**src/rtl/step_clock_controller.sv**
```systemverilog
// step_clock_controller: CPU clock-enable generator with free-run and debounced manual-step modes
//   clk_in      - system clock
//   reset       - synchronous active-high reset
//   sw0         - asynchronous mode switch (1 = manual step)
//   btnD        - asynchronous step button
//   cpu_ce      - registered one-cycle clock-enable to the control unit
//   manual_mode - debounced sw0 level
//   step_btn    - debounced btnD level
//   step_count  - manual steps issued, wrapping
module step_clock_controller #(
    parameter int RUN_DIV         = 100,
    parameter int DEBOUNCE_CYCLES = 1_000_000,
    parameter int STEP_W          = 16
) (
    input  logic              clk_in,
    input  logic              reset,
    input  logic              sw0,
    input  logic              btnD,
    output logic              cpu_ce,
    output logic              manual_mode,
    output logic              step_btn,
    output logic [STEP_W-1:0] step_count
);
    localparam int DIVW = (RUN_DIV > 1) ? $clog2(RUN_DIV) : 1;
    localparam int DBW  = $clog2(DEBOUNCE_CYCLES + 1);
    typedef enum logic [1:0] {RUN, MAN_WAIT, MAN_STEP, MAN_RELEASE} state_t;
    state_t            r_state, w_next;
    logic [1:0]        r_s1, r_s2, r_lvl;
    logic [DIVW-1:0]   r_div;
    logic [STEP_W-1:0] r_step;
    logic              r_ce;
    logic              w_mode, w_btn, w_div_wrap, w_ce;
    // index 0 carries sw0, index 1 carries btnD
    always_ff @(posedge clk_in) begin
        if (reset) begin
            r_s1 <= '0;
            r_s2 <= '0;
        end else begin
            r_s1 <= {btnD, sw0};
            r_s2 <= r_s1;
        end
    end
    for (genvar g = 0; g < 2; g++) begin : g_db
        logic [DBW-1:0] r_cnt;
        always_ff @(posedge clk_in) begin
            if (reset) begin
                r_cnt    <= '0;
                r_lvl[g] <= 1'b0;
            end else if (r_s2[g] == r_lvl[g]) begin
                r_cnt <= '0;
            end else if (r_cnt == DBW'(DEBOUNCE_CYCLES - 1)) begin
                r_cnt    <= '0;
                r_lvl[g] <= r_s2[g];
            end else begin
                r_cnt <= r_cnt + 1'b1;
            end
        end
    end
    assign w_mode     = r_lvl[0];
    assign w_btn      = r_lvl[1];
    assign w_div_wrap = (r_div == DIVW'(RUN_DIV - 1));
    always_comb begin
        w_next = r_state;
        unique case (r_state)
            RUN:         w_next = w_mode ? (w_btn ? MAN_RELEASE : MAN_WAIT) : RUN;
            MAN_WAIT:    w_next = !w_mode ? RUN : (w_btn ? MAN_STEP : MAN_WAIT);
            MAN_STEP:    w_next = !w_mode ? RUN : MAN_RELEASE;
            MAN_RELEASE: w_next = !w_mode ? RUN : (w_btn ? MAN_RELEASE : MAN_WAIT);
            default:     w_next = RUN;
        endcase
    end
    // div is held at 0 outside RUN and starts counting on the cycle RUN is entered,
    // so a mode-change cycle can never also produce a free-run pulse
    assign w_ce = (w_next == MAN_STEP) || (w_next == RUN && w_div_wrap);
    always_ff @(posedge clk_in) begin
        if (reset) begin
            r_state <= RUN;
            r_div   <= '0;
            r_step  <= '0;
            r_ce    <= 1'b0;
        end else begin
            r_state <= w_next;
            r_div   <= (w_next != RUN || w_div_wrap) ? '0 : r_div + 1'b1;
            r_step  <= (w_next == MAN_STEP) ? r_step + 1'b1 : r_step;
            r_ce    <= w_ce;
        end
    end
    assign cpu_ce      = r_ce;
    assign manual_mode = r_lvl[0];
    assign step_btn    = r_lvl[1];
    assign step_count  = r_step;
endmodule

```
**config.mk**
```make
export PLATFORM = sky130hd
export DESIGN_NAME = step_clock_controller
export DESIGN_NICKNAME = d
export VERILOG_FILES = /design/src/rtl/step_clock_controller.sv
export SDC_FILE = /design/constraint.sdc
export NUM_CORES = 1
export LEC_CHECK = 0
export CORE_MARGIN = 2
export CORE_UTILIZATION = 60
export CTS_CLUSTER_SIZE = 10
export DETAILED_ROUTE_END_ITERATION = 10
export GPL_ROUTABILITY_DRIVEN = 0
export PLACE_DENSITY = 0.81
export SLEW_MARGIN = 20
export SYNTH_ARGS = -nofsm -noshare
export SYNTH_HDL_FRONTEND = slang
export SYNTH_SLANG_ARGS = --single-unit
export TNS_END_PERCENT = 5
```
**constraint.sdc**
```tcl
create_clock -name clk_in -period 5.35 [get_ports clk_in]
set_input_delay 0.8025 -clock clk_in [delete_from_list [all_inputs] [get_ports clk_in]]
set_output_delay 0.8025 -clock clk_in [all_outputs]
set_load 0.02 [all_outputs]
```
### Yosys cells after proc, flatten, opt, wreduce, memory -nomap -nowiden

Index checks and enable logic that the tools add are counted.

* bits of input ports: 4
* flip-flop bits (word level): 72
* memory bits (read-only): 0
* bits in writable memories: 0
* bits in latches: 0
* memories kept: 0
* logic and storage cells: 43
* output and inout bits: 19

* div/mod/pow operators: 0
* $mul: 0
* reduce and logical (&&, ||, !) cells: 12
* add/sub/neg operators: 4
* bitwise logic cells: 2
* muxes and demuxes: 6
* shift-type cells: 0
* magnitude comparators: 0
* equality and inequality tests: 9

Operators with widths (count)
* adder 20 x 1 -> 20 bit (second input constant): 2
* equality test 20 bit (second input constant): 2
* adder 16 x 1 -> 16 bit (second input constant): 1
* 2-to-1 mux 2 bit: 5
* adder 7 x 1 -> 7 bit (second input constant): 1
* equality test 7 bit (second input constant): 1
* equality test 2 bit (second input constant): 3
* case mux 2 bit (3 select lines): 1
* OR reduction 3 bit: 2
* logical NOT 2 bit: 2
* AND reduction 2 bit: 2
* OR reduction 2 bit: 2
* equality test 1 bit: 2
* equality test 2 x 1 -> 1 bit (second input constant): 1
* logical OR 1 bit: 2
* inverter 1 bit: 2
* nonzero test 2 bit: 1
* logical AND 1 bit: 1

### Logic depth before layout (Yosys ltp)

Gate-level depths: netlist of the first run.

* depth in word-level cells: 6
* mapped depth: 7
* mapped depth without buffers: 6

### Least setup slack after synthesis of the first run

OpenSTA, ideal clock, no wires.

* path kind: flip-flop to flip-flop
* start: register g_db[0].r_cnt[13]
* end: register g_db[0].r_cnt[10]
* setup time: 0.115 ns
* path slack: 3.404 ns
* data required time: 5.235 ns
* path buffers: 1
* stages on the path, launching flop included: 6
* clock period less this slack: 1.946 ns
* arrival time: 1.832 ns
* path through: dfxtp_1 or4_1 or4_4 o21ai_4 buf_6 nor2_1

* word-level cells in the longest chain between the ends: 2

Ends and longest elaborated chain
* start, declared: line 44 `logic [DBW-1:0] r_cnt;`
* start signal, assigned: line 55 `r_cnt <= r_cnt + 1'b1;`
* equality test 20 bit: line 51 `end else if (r_cnt == DBW'(DEBOUNCE_CYCLES - 1)) begin`
* OR reduction 3 bit (no source line)

No other way between the ends.
A chain may end at the register's enable or synchronous reset.

### Final worst setup path of the first run

* start: register r_lvl[0], in the netlist manual_mode
* end: output port manual_mode

RTL lines
* start, declared: line 28 `logic [1:0] r_s1, r_s2, r_lvl;`
* start signal, assigned by index: line 53 `r_lvl[g] <= r_s2[g];`
* end, declared: line 20 `output logic manual_mode,`

No word-level cell between the ends.

==> impl_metrics.csv, run 1 <==
group,metric,value,unit
run_status,status,"finished clean",
synthesis,synth_seq_cells,72,
pwr,power.share.clock,45.7,%
critical_path,path_cells,"clkdlybuf4s50_1",
sta,holdWs,0.440,ns
synthesis,yosys.area.top_type,"dfxtp_1",
critical_path,startpoint_type,"flop",
clock_network,clk_pin_slew,0.07,ns
die,fp.coreArea,5070,um^2
critical_path,arrival,1.55,ns
global_routing,first_global_vias,2366,
sta,max_slew.worst_pin.slew,0.600,ns
pwr,switching_share,21.4,%
critical_path,critPathMaxFanout,10,
sta,maxSlewHeadroom,59.6,%
sta,max_freq,424,MHz
pwr,switchingPower,220,uW
critical_path,critical_path_class,"reg -> out",
synthesis,synthDistinctLibCells,37,
die,num_rows,26,
clock_network,clkSinkCount,72,
route,drtPass1Iterations,4,
critical_path,crit_required,4.55,ns
sta,setup_tns,0,ns
die,die_w,76.2,um
pwr,intPower,808,uW
die,num_io_pins,23,
route,routed_wl,5.75,mm
pwr,power,1.03,mW
route,ant_nets,0,
die,die_area,5800,um^2
synthesis,ys.warnings.count,0,
clock_network,cts_tree,"built",
hold_path,min_path_type,"reg -> reg",
sta,maxSlewViolCount,0,
cells_and_area,final_core_util,71.5,%
cells_and_area,nets,388,
cells_and_area,area_growth,16.1,%
sta,hold_violations,0,
synthesis,synth_area,3130,um^2
route,post_drt_wl_per_cell,12.7,um
clock_network,clk_path_buf_depth,2,
synthesis,synth_area_leaders,"dfxtp_1 (46%), xnor2_1 (7.6%), nor2_1 (6.4%)",
place,hpwl,3.87,mm
clock_network,postCtsSetupBuffers,0,
sta,fin_crit_sh,44.1,%
clock_network,clockRootBuffer,"clkbuf_8",
critical_path,critPathTopFamily,"buffers and inverters",
route,dr.first_iter.drc_count,105,
pwr,peakVddDrop,0.000166,V
cells_and_area,nFillCells,414,
place,place_inst,437,
critical_path,end_kind,"output port",
critical_path,crit_path_max_incr_delay,0.68,ns
route,post-route-drc-count,0,
route,vias_per_cell,5.58,
sta,fin_crit,2.36,ns
place,place_area,3410,um^2
clock_network,cts_repair_resize_count,0,
global_routing,grt_pass1_wl,10.2,mm
place,io_buffers,22,
sta,fin_skew,0.00924,ns
critical_path,slowest_stage,"clkdlybuf4s50_1",
clock_network,cts_buffers,9,
cells_and_area,diodes,0,
global_routing,grt-ovfl-total,0,
die,die_h,76.2,um
pwr,cellPowerDensity,283,nW/um^2
critical_path,cp_num_buf_inv,1,
pwr,seqPwrFrac,52.7,%
global_routing,antenna_found_initial,0,
die,initial_core_util,61.6,%
clock_network,htreeDepth,3,
synthesis,syn_inst,351,
route,vias,2527,
synthesis,synth_nets,361,
clock_network,worstSkewPairLatency,0.35,ns
global_routing,grt_usage,21.5,%
pwr,p_comb_share,1.6,%
synthesis,yosysSeqAreaShare,46.1,%
cells_and_area,finish.instance_area,3630,um^2
synthesis,synth.avg_cell_area,8.91,um^2
synthesis,synth_top_area_share,46.1,%
pwr,power.leakage,1.13,nW
sta,setup_viol,0,
global_routing,grt_max_degree,30,
sta,rsz0062_at_grt,"no",
sta,setup_slack,2.99,ns
cells_and_area,finalNonFillerCells,453,
cells_and_area,drive_gt1_share,6.27,%
run,drv_cap,0,
place,place_ws,3.02,ns
clock_network,ctsHoldBuffers,0,
## power groups by stage
stage	clock network (mW)	registers, mW	logic [mW]
after global routing	0.495	0.542	0.0185
after detailed placement	0	0.554	0.0164
after global placement	0	0.554	0.0161
final	0.470	0.542	0.0166
after floorplan	0	0.554	0.0115
after CTS	0.476	0.541	0.0168
## logic make-up (layout without fill, tap and decap cells)
family                     count (synthesis)  count (layout)  share of synthesized area, %
DFF                                       72              72                          46.1
and+or+nand+nor                          169             169                          28.6
AOI/OAI and AO/OA                         36              36                          7.00
muxes                                      1               1                         0.320
adders and majority gates                  6               6                          2.40
xor gates and xnor gates                  45              45                          12.6
buffers and inverters                     22              54                          2.96
## layout by cell type (no fill, tap or decap), types with 8 or more instances in the layout
cell type and instances:
nor3_1 10, nand4_1 13, nor4_1 8, inv_1 14, clkdlybuf4s50_1 22, nor2_1 53, xnor2_1 27, xor2_1 18
nand3_1 25, o21ai_0 10, clkbuf_8 9, nand2_1 14, dfxtp_1 72, a21oi_1 14, or3_1 13
## final timing paths
kind	slack [ns]	depth (start not counted)	to	from
max	2.99	1	manual_mode	manual_mode
min	0.44	1	r_s2[0]	r_s1[0]
max reg2reg	3.17	6	step_count[15]	r_state[1]
min reg2reg	0.44	1	r_s2[0]	r_s1[0]
## layer usage
| layer | vias to the layer above | routed length (um) | GRT usage [%] |
|---|---|---|---|
| met2 | 51 | 2670 | 34.7 |
| met3 | 12 | 236 | 4.62 |
| met4 | 0 | 95 | 12.7 |
| met1 | 1178 | 2740 | 26.5 |
| li1 | 1286 | - | - |
| met5 | - | 0 | 0 |
## state kept, by name, indices dropped and copies added (netlist names)
| signal | cells |
|---|---|
| cpu_ce | 1 |
| g_db.r_cnt | 40 |
| manual_mode | 1 |
| r_div | 7 |
| r_s1 | 2 |
| r_s2 | 2 |
| r_state | 2 |
| step_btn | 1 |
| step_count | 16 |
## synthesized netlist by cell type
library cell	count
a21boi_0	1
a21oi_1	14
a31o_2	1
a31oi_1	1
and3_1	6
and4_1	5
buf_2	2
buf_6	1
clkbuf_1	5
dfxtp_1	72
ha_1	6
inv_1	14
mux2i_1	1
nand2_1	14
nand3_1	25
nand4_1	13
nand4b_1	1
nor2_1	53
nor2b_1	5
nor3_1	10
nor3b_1	1
nor4_1	8
nor4b_1	5
o21a_1	2
o21ai_0	10
o21ai_1	1
o21ai_4	1
o21ba_2	1
o31ai_1	4
or2_2	1
or3_1	13
or3b_2	1
or4_1	6
or4_4	1
or4bb_1	1
xnor2_1	27
xor2_1	18
## cell type report
type | count | area, um^2 | area share (%)
repair buffers | 24 | 235 | 6.48
inverters | 14 | 52.6 | 1.45
well taps | 70 | 87.6 | 2.41
clock inverters | 7 | 96.3 | 2.65
multi-input cells | 257 | 1590 | 43.9
flip-flops and latches | 72 | 1440 | 39.7
clock buffers | 9 | 124 | 3.41
Note: power is estimated with default switching activity, not from simulation.
==> inputs of run 2 (changes only) <==
--- a/config.mk
+++ b/config.mk
@@ -6,11 +6,11 @@
 export NUM_CORES = 1
 export LEC_CHECK = 0
 export CORE_MARGIN = 2
-export CORE_UTILIZATION = 60
+export CORE_UTILIZATION = 52
 export CTS_CLUSTER_SIZE = 10
 export DETAILED_ROUTE_END_ITERATION = 10
 export GPL_ROUTABILITY_DRIVEN = 0
-export PLACE_DENSITY = 0.81
+export PLACE_DENSITY = 0.75
 export SLEW_MARGIN = 20
 export SYNTH_ARGS = -nofsm -noshare
 export SYNTH_HDL_FRONTEND = slang
==> constraint.sdc (replaced) <==
create_clock -name clk_in -period 2.14 [get_ports clk_in]
set_input_delay 0.321 -clock clk_in [delete_from_list [all_inputs] [get_ports clk_in]]
set_output_delay 0.321 -clock clk_in [all_outputs]
set_load 0.02 [all_outputs]
==> run 2 against run 1 <==
Highest routed layer unchanged. Core utilization fell by 6.9 points. Die area rose by 15%. Global-route usage fell by 2.7 points. Non-clock buffer count rose by 11. Critical path depth rose by 3. First-iteration DRC count rose by 24%.
==> impl_metrics.csv, run 2 (same netlist as run 1, synthesis figures left out) <==
group,metric,value,unit
run_status,status,"finished clean",
run,drv_cap,0,
cells_and_area,multi_input_comb_area,1590,um^2
die,die_w,81.5,um
cells_and_area,nets,399,
clock_network,clk_path_buf_depth,2,
pwr,power,2.80,mW
clock_network,postCtsSetupBuffers,0,
critical_path,ff2ff_path_depth,4,
critical_path,crit_start,"g_db[0].r_cnt[13]",
route,ant_nets,0,
global_routing,grt_pass1_wl,9.56,mm
clock_network,cts_buffers,9,
die,num_rows,28,
hold_path,min_path_type,"reg -> reg",
die,fp.coreArea,5850,um^2
die,die_area,6650,um^2
sta,fin_skew,0.00464,ns
route,routed_wl,5.79,mm
global_routing,grt_max_degree,20,
route,vias_per_cell,5.41,
place,io_buffers,22,
route,drtPass1Iterations,5,
sta,rsz0062_at_grt,"no",
cells_and_area,area.sequential,1440,um^2
die,num_io_pins,23,
clock_network,clkSinkCount,72,
sta,fin_crit,1.94,ns
global_routing,first_global_vias,2269,
critical_path,critical_path_class,"reg -> reg",
clock_network,htreeDepth,3,
pwr,power.leakage,1.22,nW
clock_network,ctsHoldBuffers,0,
sta,max_slew.worst_pin.slew,0.388,ns
global_routing,antenna_found_initial,0,
sta,fin_crit_sh,90.8,%
cells_and_area,nFillCells,450,
die,die_h,81.5,um
hold_path,worstHoldPathCells,1,
sta,setup_tns,0,ns
clock_network,worstSkewPairLatency,0.34,ns
critical_path,r2r-start,"g_db[0].r_cnt[13]",
critical_path,startpoint_type,"flop",
critical_path,end_kind,"flop",
cells_and_area,largest_register_ffs,40,
cells_and_area,final_cell_mix,"dfxtp_1 (72), nor2_1 (53), xnor2_1 (27)",
sta,hold_violations,0,
place,hpwl,4.08,mm
clock_network,clk_pin_slew,0.07,ns
critical_path,crit_required,2.37,ns
die,initial_core_util,53.4,%
sta,maxSlewHeadroom,73.9,%
clock_network,clockRootBuffer,"clkbuf_8",
route,vias,2538,
cells_and_area,area_growth,20.8,%
hold_path,worstHoldStart,"r_s1[1]",
pwr,cellPowerDensity,741,nW/um^2
cells_and_area,diodes,0,
cells_and_area,layout_commonest_cell,"dfxtp_1",
critical_path,critPathMaxFanout,5,
route,dr.first_iter.drc_count,130,
global_routing,grt_usage,18.8,%
cells_and_area,largest-register,"g_db.r_cnt",
cells_and_area,drive_gt1_share,8.88,%
sta,maxSlewViolCount,0,
global_routing,grt-ovfl-total,0,
critical_path,arrival,2.18,ns
clock_network,cts_repair_resize_count,0,
clock_network,cts_tree,"built",
route,post-route-drc-count,0,
sta,max_freq,514,MHz
sta,setup_viol,0,
route,post_drt_wl_per_cell,12.4,um
pwr,peakVddDrop,0.000344,V
run 2: per-layer routing:
metal	vias up	global-route usage, %	share of wire [%]
met5	-	0	0
met4	0	12.2	2.8
met3	14	4.29	3.6
met2	53	30.6	46
met1	1161	22.3	48
li1	1310	-	-
run 2: area by class of cell:
class	count	area share (%)
clock buffers	10	3.64
clock inverters	6	3.44
inverters	14	1.39
multi-input cells	257	42.2
flip-flops and latches	72	38.1
well taps	75	2.48
repair buffers	35	8.74
run 2: final timing paths:
check,endpoint,slack [ns]
hold / removal,r_s2[1],0.45
hold reg to reg,r_s2[1],0.45
setup reg to reg,manual_mode,0.20
setup / recovery,manual_mode,0.20
run 2: where the power goes:
group | switching, mW | total (mW) | internal, mW
Combinational | 0.0239 | 0.0448 | 0.0209
Sequential | 0.00581 | 1.35 | 1.35
Clock | 0.480 | 1.40 | 0.920
run 2: stage by stage:
stage | setup slack [ns] | util, % | cells | hold slack [ns] | area, um^2
final | 0.196 | 64.6 | 469 | 0.450 | 3780
after global routing | 0.124 | 64.6 | 469 | 0.470 | 3780
after CTS | 0.186 | 64.6 | 469 | 0.454 | 3780
after detailed placement | 0.198 | 60.0 | 453 | 0.437 | 3510
after global placement | 0.232 | 60.0 | 453 | 0.426 | 3510
after floorplan | 0.194 | - | 351 | 0.413 | 3130
run 2: worst max-delay path: stages (launching register included):
cell and delay (ns):
dfxtp_1 0.35, or4_1 0.54, or4_4 0.58, o21a_1 0.18
o21ba_2 0.20
==> inputs of run 3 (changes only) <==
--- a/config.mk
+++ b/config.mk
@@ -5,12 +5,13 @@
 export SDC_FILE = /design/constraint.sdc
 export NUM_CORES = 1
 export LEC_CHECK = 0
+export CORE_ASPECT_RATIO = 0.75
 export CORE_MARGIN = 2
-export CORE_UTILIZATION = 52
+export CORE_UTILIZATION = 58
 export CTS_CLUSTER_SIZE = 10
 export DETAILED_ROUTE_END_ITERATION = 10
 export GPL_ROUTABILITY_DRIVEN = 0
-export PLACE_DENSITY = 0.75
+export PLACE_DENSITY = 0.79
 export SLEW_MARGIN = 20
 export SYNTH_ARGS = -nofsm -noshare
 export SYNTH_HDL_FRONTEND = slang
==> constraint.sdc (replaced) <==
create_clock -name clk_in -period 2.1 [get_ports clk_in]
set_input_delay 0.315 -clock clk_in [delete_from_list [all_inputs] [get_ports clk_in]]
set_output_delay 0.315 -clock clk_in [all_outputs]
set_load 0.02 [all_outputs]
==> run 3 against run 2 <==
Sequential share of layout area increased by 0.55 points. Worst setup slack got worse by 0.064 ns. Worst hold slack worse by 0.013 ns. Critical path type unchanged.
==> impl_metrics.csv, run 3 (same netlist as run 1, synthesis figures left out) <==
group,metric,value,unit
die,die_w,88.8,um
clock_network,postCtsSetupBuffers,0,
critical_path,arrival,2.21,ns
clock_network,cts_repair_resize_count,0,
clock_network,ctsHoldBuffers,0,
route,ant_nets,0,
critical_path,critical_path_class,"reg -> reg",
sta,max_freq,508,MHz
sta,fin_crit_sh,93.7,%
clock_network,worstSkewPairLatency,0.34,ns
sta,rsz0062_at_grt,"no",
global_routing,grt_max_degree,20,
sta,maxSlewHeadroom,72.6,%
cells_and_area,largest_register_ffs,40,
route,route.met2.wl,2.62,mm
cells_and_area,largest-register,"g_db.r_cnt",
hold_path,worstHoldPathCells,1,
route,top_layer,"met4",
pwr,power.leakage,1.20,nW
die,num_rows,23,
critical_path,startpoint_type,"flop",
route,dr.first_iter.drc_count,164,
route,routed_wl,5.89,mm
cells_and_area,drive_gt1_share,9.52,%
sta,max_slew.worst_pin.slew,0.406,ns
cells_and_area,diodes,0,
die,die_area,6000,um^2
route,post_drt_wl_per_cell,12.4,um
cells_and_area,final_cell_mix,"dfxtp_1 (72), nor2_1 (53), xnor2_1 (27)",
route,routedLengthMet1,2.94,mm
run_status,status,"finished clean",
global_routing,first_global_vias,2176,
global_routing,grt-ovfl-total,0,
pwr,cellPowerDensity,663,nW/um^2
route,met3_length,269,um
route,vias_per_cell,5.34,
critical_path,end_kind,"flop",
sta,hold_violations,0,
run,drv_cap,0,
clock_network,clk_path_buf_depth,2,
place,io_buffers,22,
cells_and_area,nFillCells,418,
clock_network,clk_pin_slew,0.08,ns
hold_path,min_path_type,"reg -> reg",
global_routing,antenna_found_initial,0,
clock_network,htreeDepth,3,
critical_path,crit_required,2.34,ns
global_routing,grt_usage,21.0,%
critical_path,critPathMaxFanout,8,
route,drtPass1Iterations,4,
sta,fin_crit,1.97,ns
clock_network,clockRootBuffer,"clkbuf_8",
sta,fin_skew,0.00907,ns
critical_path,path_cells,"or4_1 -> or4_4 -> o21ai_4 -> buf_4 -> nor2_1",
die,initial_core_util,59.4,%
sta,setup_viol,0,
die,fp.coreArea,5270,um^2
cells_and_area,final_core_util,70.7,%
sta,maxSlewViolCount,0,
die,die_h,67.6,um
cells_and_area,layout_commonest_cell,"dfxtp_1",
route,vias,2532,
clock_network,cts_tree,"built",
place,hpwl,4.22,mm
clock_network,cts_buffers,9,
route,post-route-drc-count,0,
pwr,power,2.47,mW
die,num_io_pins,23,
cells_and_area,nets,404,
clock_network,clkSinkCount,72,
pwr,peakVddDrop,0.000683,V
critical_path,crit_path_max_incr_delay,0.58,ns
global_routing,grt_pass1_wl,9.68,mm
critical_path,ff2ff_path_depth,5,
critical_path,slowest_stage,"or4_4",
cells_and_area,area_growth,19.1,%
sta,setup_tns,0,ns
==> run 3: changes by cell type in the layout (fill, tap and decap cells not counted) <==
cell,before,now
buf_4,12,18
bufinv_16,4,1
clkbuf_1,0,2
clkinv_4,0,2
buf_12,1,0
clkbuf_8,10,9
==> run 3: critical path, delay by kind of cell, from the launching register on <==
kind / cells / cell delay [ns]
flops: 1 / 0.35
simple gates: 3 / 1.17
buf+inv: 1 / 0.18
compound gates: 1 / 0.17
==> run 3: worst paths after layout <==
kind	start	endpoint	slack [ns]
max	g_db[0].r_cnt[13]	g_db[0].r_cnt[12]	0.13
min reg2reg	r_s1[0]	r_s2[0]	0.44
min	r_s1[0]	r_s2[0]	0.44
max reg2reg	g_db[0].r_cnt[13]	g_db[0].r_cnt[12]	0.13
==> run 3: per-layer routing <==
metal | vias up | track usage, %
met1 | 1154 | 28.0
li1 | 1322 | -
met4 | 0 | 8.71
met2 | 49 | 31.7
met3 | 7 | 6.23
met5 | - | 0
==> run 3: metrics by stage <==
| stage | cell area (um^2) | std cells | setup slack [ns] | hold WS, ns |
|---|---|---|---|---|
| after global routing | 3720 | 474 | 0.0446 | 0.465 |
| final | 3720 | 474 | 0.133 | 0.437 |
| after global placement | 3540 | 458 | 0.175 | 0.424 |
| after detailed placement | 3540 | 458 | 0.156 | 0.428 |
| after floorplan | 3130 | 351 | 0.154 | 0.413 |
| after CTS | 3720 | 474 | 0.139 | 0.441 |
==> run 3: power breakdown <==
group	internal, mW	switching [mW]
clock network	0.549	0.497
logic	0.0201	0.0248
registers	1.37	0.00596
total	1.94	0.527
==> run 3: area by class of cell <==
type,instances,area [um^2],area share (%)
clock buffers,11,131,3.53
clock inverters,5,57.6,1.55
inverters,14,52.6,1.41
multi-input cells,257,1590,42.8
flip-flops and latches,72,1440,38.7
well taps,75,93.8,2.52
repair buffers,40,355,9.54
==> RTL change 1, RTL diff (flow settings as in run 2) <==
Reset style: asynchronous (`reset`), changed in 3 clocked blocks. Comments in the files are not updated.
--- a/src/rtl/step_clock_controller.sv
+++ b/src/rtl/step_clock_controller.sv
@@ -31,7 +31,7 @@
     logic              r_ce;
     logic              w_mode, w_btn, w_div_wrap, w_ce;
     // index 0 carries sw0, index 1 carries btnD
-    always_ff @(posedge clk_in) begin
+    always_ff @(posedge clk_in or posedge reset) begin
         if (reset) begin
             r_s1 <= '0;
             r_s2 <= '0;
@@ -42,7 +42,7 @@
     end
     for (genvar g = 0; g < 2; g++) begin : g_db
         logic [DBW-1:0] r_cnt;
-        always_ff @(posedge clk_in) begin
+        always_ff @(posedge clk_in or posedge reset) begin
             if (reset) begin
                 r_cnt    <= '0;
                 r_lvl[g] <= 1'b0;
@@ -72,7 +72,7 @@
     // div is held at 0 outside RUN and starts counting on the cycle RUN is entered,
     // so a mode-change cycle can never also produce a free-run pulse
     assign w_ce = (w_next == MAN_STEP) || (w_next == RUN && w_div_wrap);
-    always_ff @(posedge clk_in) begin
+    always_ff @(posedge clk_in or posedge reset) begin
         if (reset) begin
             r_state <= RUN;
             r_div   <= '0;
Check against the original RTL: same outputs for any inputs over 10 cycles, from zero or initial values and one cycle with reset high; that may be too few to reach the edited logic, so the function may still have changed.
==> RTL change 1 against run 2 <==
Synthesized area grew 7.3%. Sequential cell count is the same. Final area grew 3.0%. Total power shrank 12%. Clock skew grew 0.0045 ns. Routed wire length grew 5.9%. Non-clock buffer count shrank 8. Worst setup slack lost 0.087 ns. Via count shrank 4.7%. Global-route usage grew 0.16 points. Die area grew 6.9%.
==> RTL change 1: results (changes against run 2) <==
- Run status: finished, final reports clean (unchanged)
- Critical path's largest stage delay: 0.58 ns (about the same)
- Syn Nets: 333 (was 361)
- Cell total after placement: 421 (was 453)
- Htree depth: 3 (unchanged)
- Largest register FFs: 40 (unchanged)
- Via count normalized by instance count: 5.54 (was 5.41)
- Multiplexer share of the synthesized area: 1.01% (was 0.320%)
- Core utilization of the finished layout: 62.0% (was 64.6%)
- Fraction of synthesis flops using an asynchronous set or reset pin: 100% (was 0%)
- Number of global-route vias before repair: 2349 (was 2269)
- Classification of the worst-slack hold path: in -> async (was reg -> reg)
- Headroom to the max-slew limit: 73.2% (was 73.9%)
- Xor and xnor fraction of the mapped netlist area: 11.7% (was 12.6%)
- Clock buffers created by TritonCTS: 9 (unchanged)
- Final routed wire length divided by cell count: 14.0 um (was 12.4 um)
- Final wirelength: 6140 um (was 5790 um)
- Number of inserted diodes: 0 (unchanged)
- Sequential element share of the synthesized area: 53.7% (was 46.1%)
- Number of setup buffers added after CTS: 0 (unchanged)
- Final clock skew: 0.00913 ns (was 0.00464 ns)
- Gates resized, CTS repair: 0 (unchanged)
- Maximum number of pins on one net before global-route repair: 59 (was 20)
- Slowest stage cell on the critical path: sky130_fd_sc_hd__or4_4 (unchanged)
- GRT Total Usage: 19.0% (was 18.8%)
- Maximum buffer depth of the clock tree: 2 (unchanged)
- Clock root buffer: sky130_fd_sc_hd__clkbuf_8 (unchanged)
- Number of search-and-repair iterations in the first detailed-routing pass: 4 (was 5)
- Compound-cell area share of the yosys netlist: 6.23% (was 7.00%)
- Biggest register: g_db.r_cnt (unchanged)
- Sw Ratio: 22.1% (was 18.2%)
- Post-synthesis area per instance: 10.4 sq um (was 8.91 sq um)
- Clk_lat worst skew: 0.34 ns (about the same)
- Quantity of hold-fixing buffers added after cts: 0 (unchanged)
- Final HPWL from detailed placement: 4300 um (was 4080 um)
- CP max FO: 5 (unchanged)
- Worst slack at placement: 0.131 ns (was 0.198 ns)
- Pleak: 1.62 nW (was 1.22 nW)
- Leftover overflow at the end of global routing: 0 (unchanged)
- Top cells by instance count after synthesis: sky130_fd_sc_hd__dfrtp_1, sky130_fd_sc_hd__nor2_1, sky130_fd_sc_hd__xor2_1 (was sky130_fd_sc_hd__dfxtp_1, sky130_fd_sc_hd__nor2_1, sky130_fd_sc_hd__xnor2_1)
- Share of post-route cells with drive strength above 1: 9.17% (was 8.88%)
- Area post-placement: 0.00371 sq mm (was 0.00351 sq mm)
- Synth warn: 0 (unchanged)
- First-pass GRT wire length: 10700 um (was 9560 um)
- Clk slew on worst S/H paths: 0.08 ns
- Synth top area cells: sky130_fd_sc_hd__dfrtp_1, sky130_fd_sc_hd__xor2_1, sky130_fd_sc_hd__xnor2_1 (was sky130_fd_sc_hd__dfxtp_1, sky130_fd_sc_hd__xnor2_1, sky130_fd_sc_hd__nor2_1)
- Adder and majority gate portion of the synthesized area: 2.24% (was 2.40%)
- Post-synthesis cell type count: 34 (was 37)
- Initial detailed-routing violation count: 153 (was 130)
- Layout net count: 365 (was 399)
- I/O Buffers: 22 (unchanged)
- Maximum vdd ir drop: 0.453 mV (was 0.344 mV)
[RTL change 1: cell count changes in the layout (fill, tap and decap cells not counted), sizes merged, moves of 9 or more]
cell and delta:
dfxtp -72, dfrtp +72, or3 -9, nor2 -15
[RTL change 1: final timing paths]
check	depth (start not counted)	slack [ns]	start	end
hold / removal	2	0.30	reset	g_db[0].r_cnt[15]
hold reg to reg	0	0.36	r_s1[0]	r_s2[0]
max in group asynchronous	3	1.26	reset	step_count[8]
setup reg to reg	5	0.11	g_db[1].r_cnt[0]	g_db[1].r_cnt[18]
min in group clk_in	0	0.36	r_s1[0]	r_s2[0]
setup / recovery	5	0.11	g_db[1].r_cnt[0]	g_db[1].r_cnt[18]
[RTL change 1: critical path, delay by kind of cell, from the launching register on]
family | cells | cell delay (ns)
AOI/OAI and AO/OA | 1 | 0.15
adders and majority gates | 1 | 0.23
DFF | 1 | 0.41
and+or+nand+nor | 3 | 1.17
[RTL change 1: layout make-up]
| cell class | count | area, sq um |
|---|---|---|
| clock buffers | 10 | 128 |
| clock inverters | 6 | 60.1 |
| fillers | 516 | 2380 |
| inverters | 14 | 56.3 |
| multi-input cells | 231 | 1480 |
| flip-flops and latches | 72 | 1800 |
| well taps | 77 | 96.3 |
| repair buffers | 27 | 270 |
[RTL change 1: layer usage]
metal | vias up | track usage, % | wire length, um
met2 | 42 | 28.7 | 2850
met4 | 0 | 9.24 | 121
met1 | 1159 | 25.2 | 2920
met5 | - | 0 | 0
li1 | 1205 | - | -
met3 | 13 | 5.60 | 244
[RTL change 1: kinds of logic (layout without fill, tap and decap cells)]
kind of cell,count (synthesis),count (layout)
DFF,72,72
buffers and inverters,20,57
adders and majority gates,6,6
and+or+nand+nor,144,144
muxes,3,3
xor gates and xnor gates,45,45
AOI/OAI and AO/OA,33,33
[RTL change 1: power by group through the flow]
stage	Combinational, mW	Clock [mW]	Sequential [mW]
2_1_floorplan	0.0471	0	1.41
3_3_place_gp	0.0725	0	1.41
3_5_place_dp	0.0729	0	1.41
4_1_cts	0.0733	1.06	1.39
5_1_grt	0.0815	1.11	1.39
6_report	0.0700	1.02	1.39
==> RTL change 2, RTL diff (settings of run 2) <==
Without the edit above. The parameter `STEP_W` goes from 16 to 32.
--- a/src/rtl/step_clock_controller.sv
+++ b/src/rtl/step_clock_controller.sv
@@ -10,7 +10,7 @@
 module step_clock_controller #(
     parameter int RUN_DIV         = 100,
     parameter int DEBOUNCE_CYCLES = 1_000_000,
-    parameter int STEP_W          = 16
+    parameter int STEP_W          = 32
 ) (
     input  logic              clk_in,
     input  logic              reset,
Interface: changed (resized step_count); port bits go from 23 to 39. No check against the original RTL was run, so the function may have changed too.
==> RTL change 2 against run 2 <==
Critical path depth increased by 1. Clock power decreased by 12%. Fmax decreased by 1.5%. Routed wire length increased by 44%. Synthesized area increased by 28%. Synthesized cell count increased by 30%. Sequential cell count increased by 16. Total power increased by 4.8%. Worst setup slack got worse by 0.029 ns. Final area increased by 27%. Largest power group is now sequential cells.
==> RTL change 2: results (changes against run 2) <==
- Via count normalized by instance count: 5.72 (was 5.41)
- Clk slew on worst S/H paths: 0.09 ns (was 0.07 ns)
- Beginning of the worst hold path: r_div[0] (was r_s1[1])
- Maximum vdd ir drop: 0.340 mV (was 0.344 mV)
- Total length of routed met2 wires: 4020 um (was 2660 um)
- CP max FO: 6 (was 5)
- Layout net count: 513 (was 399)
- Run status: finished, final reports clean (unchanged)
- Top cells by instance count after synthesis: sky130_fd_sc_hd__dfxtp_1, sky130_fd_sc_hd__nor2_1, sky130_fd_sc_hd__nand3_1 (was sky130_fd_sc_hd__dfxtp_1, sky130_fd_sc_hd__nor2_1, sky130_fd_sc_hd__xnor2_1)
- Initial detailed-routing violation count: 134 (was 130)
- Hold Path End: r_div[0] (was r_s2[1])
- GRT Total Usage: 20.7% (was 18.8%)
- Critical register-to-register path endpoint: step_count[14] (was manual_mode)
- Final clock skew: 0.0121 ns (was 0.00464 ns)
- Worst Tran Pin Value: 0.452 ns (was 0.388 ns)
- Maximum number of pins on one net before global-route repair: 36 (was 20)
- Power spent charging and discharging nets: 0.578 mW (was 0.510 mW)
- Critical path data arrival time: 2.25 ns (was 2.18 ns)
- Adder and majority gate portion of the synthesized area: 1.88% (was 2.40%)
- Detailed route wirelength on metal3: 311 um (was 206 um)
- Final wirelength: 8320 um (was 5790 um)
- Total routed wire length on the met1 layer: 3880 um (was 2770 um)
- Xor and xnor fraction of the mapped netlist area: 9.41% (was 12.6%)
- Pleak: 1.56 nW (was 1.22 nW)
- Syn Nets: 466 (was 361)
- First-pass GRT wire length: 14400 um (was 9560 um)
- Sequential element share of the synthesized area: 44.0% (was 46.1%)
- Cell total after placement: 591 (was 453)
- Reg2reg start: step_count[0] (was g_db[0].r_cnt[13])
- Final routed wire length divided by cell count: 13.7 um (was 12.4 um)
## RTL change 2: stage by stage
stage               hold WS (ns)  instance area, sq um
floorplan                  0.413                  4000
global placement           0.423                  4560
detailed placement         0.429                  4560
CTS                        0.445                  4770
global route               0.464                  4780
finish                     0.438                  4780
## RTL change 2: area by class of cell
cell class                 count  area, sq um
sequential                    88         1760
timing repair buffer          55          533
tap                           99          124
clock inverter                 3         65.1
inverter                       9         33.8
fill                         640         2580
clock buffer                  13          149
multi-input combinational    340         2120
## RTL change 2: critical path, stage by stage, from the launching register on
cell                      delay (ns)
sky130_fd_sc_hd__dfxtp_1        0.43
sky130_fd_sc_hd__ha_1           0.22
sky130_fd_sc_hd__and3_1         0.30
sky130_fd_sc_hd__nand3_1        0.16
sky130_fd_sc_hd__or4b_2         0.62
sky130_fd_sc_hd__a21oi_1        0.16
## RTL change 2: worst max path at each step
stage,slack (ns),depth (start not counted),from,end
floorplan,0.13,5,step_count[15],step_count[29]
global placement,0.19,4,step_count[16],step_count[29]
detailed placement,0.11,4,step_count[16],step_count[29]
CTS,0.1,4,step_count[18],step_count[29]
global route,0.01,5,step_count[0],step_count[14]
finish,0.17,5,step_count[0],step_count[14]
## RTL change 2: power by group through the flow
stage | registers [mW] | clock network (mW) | logic [mW]
2_1_floorplan | 1.69 | 0 | 0.0356
3_3_place_gp | 1.69 | 0 | 0.0514
3_5_place_dp | 1.69 | 0 | 0.0532
4_1_cts | 1.65 | 1.26 | 0.0534
5_1_grt | 1.65 | 1.34 | 0.0590
6_report | 1.65 | 1.23 | 0.0529
## RTL change 2: routing by layer
metal / global-route usage [%] / vias up
met1: 26.3 / 1651
li1: - / 1745
met3: 5.18 / 10
met4: 6.72 / 0
met2: 34.4 / 65
met5: 0 / -
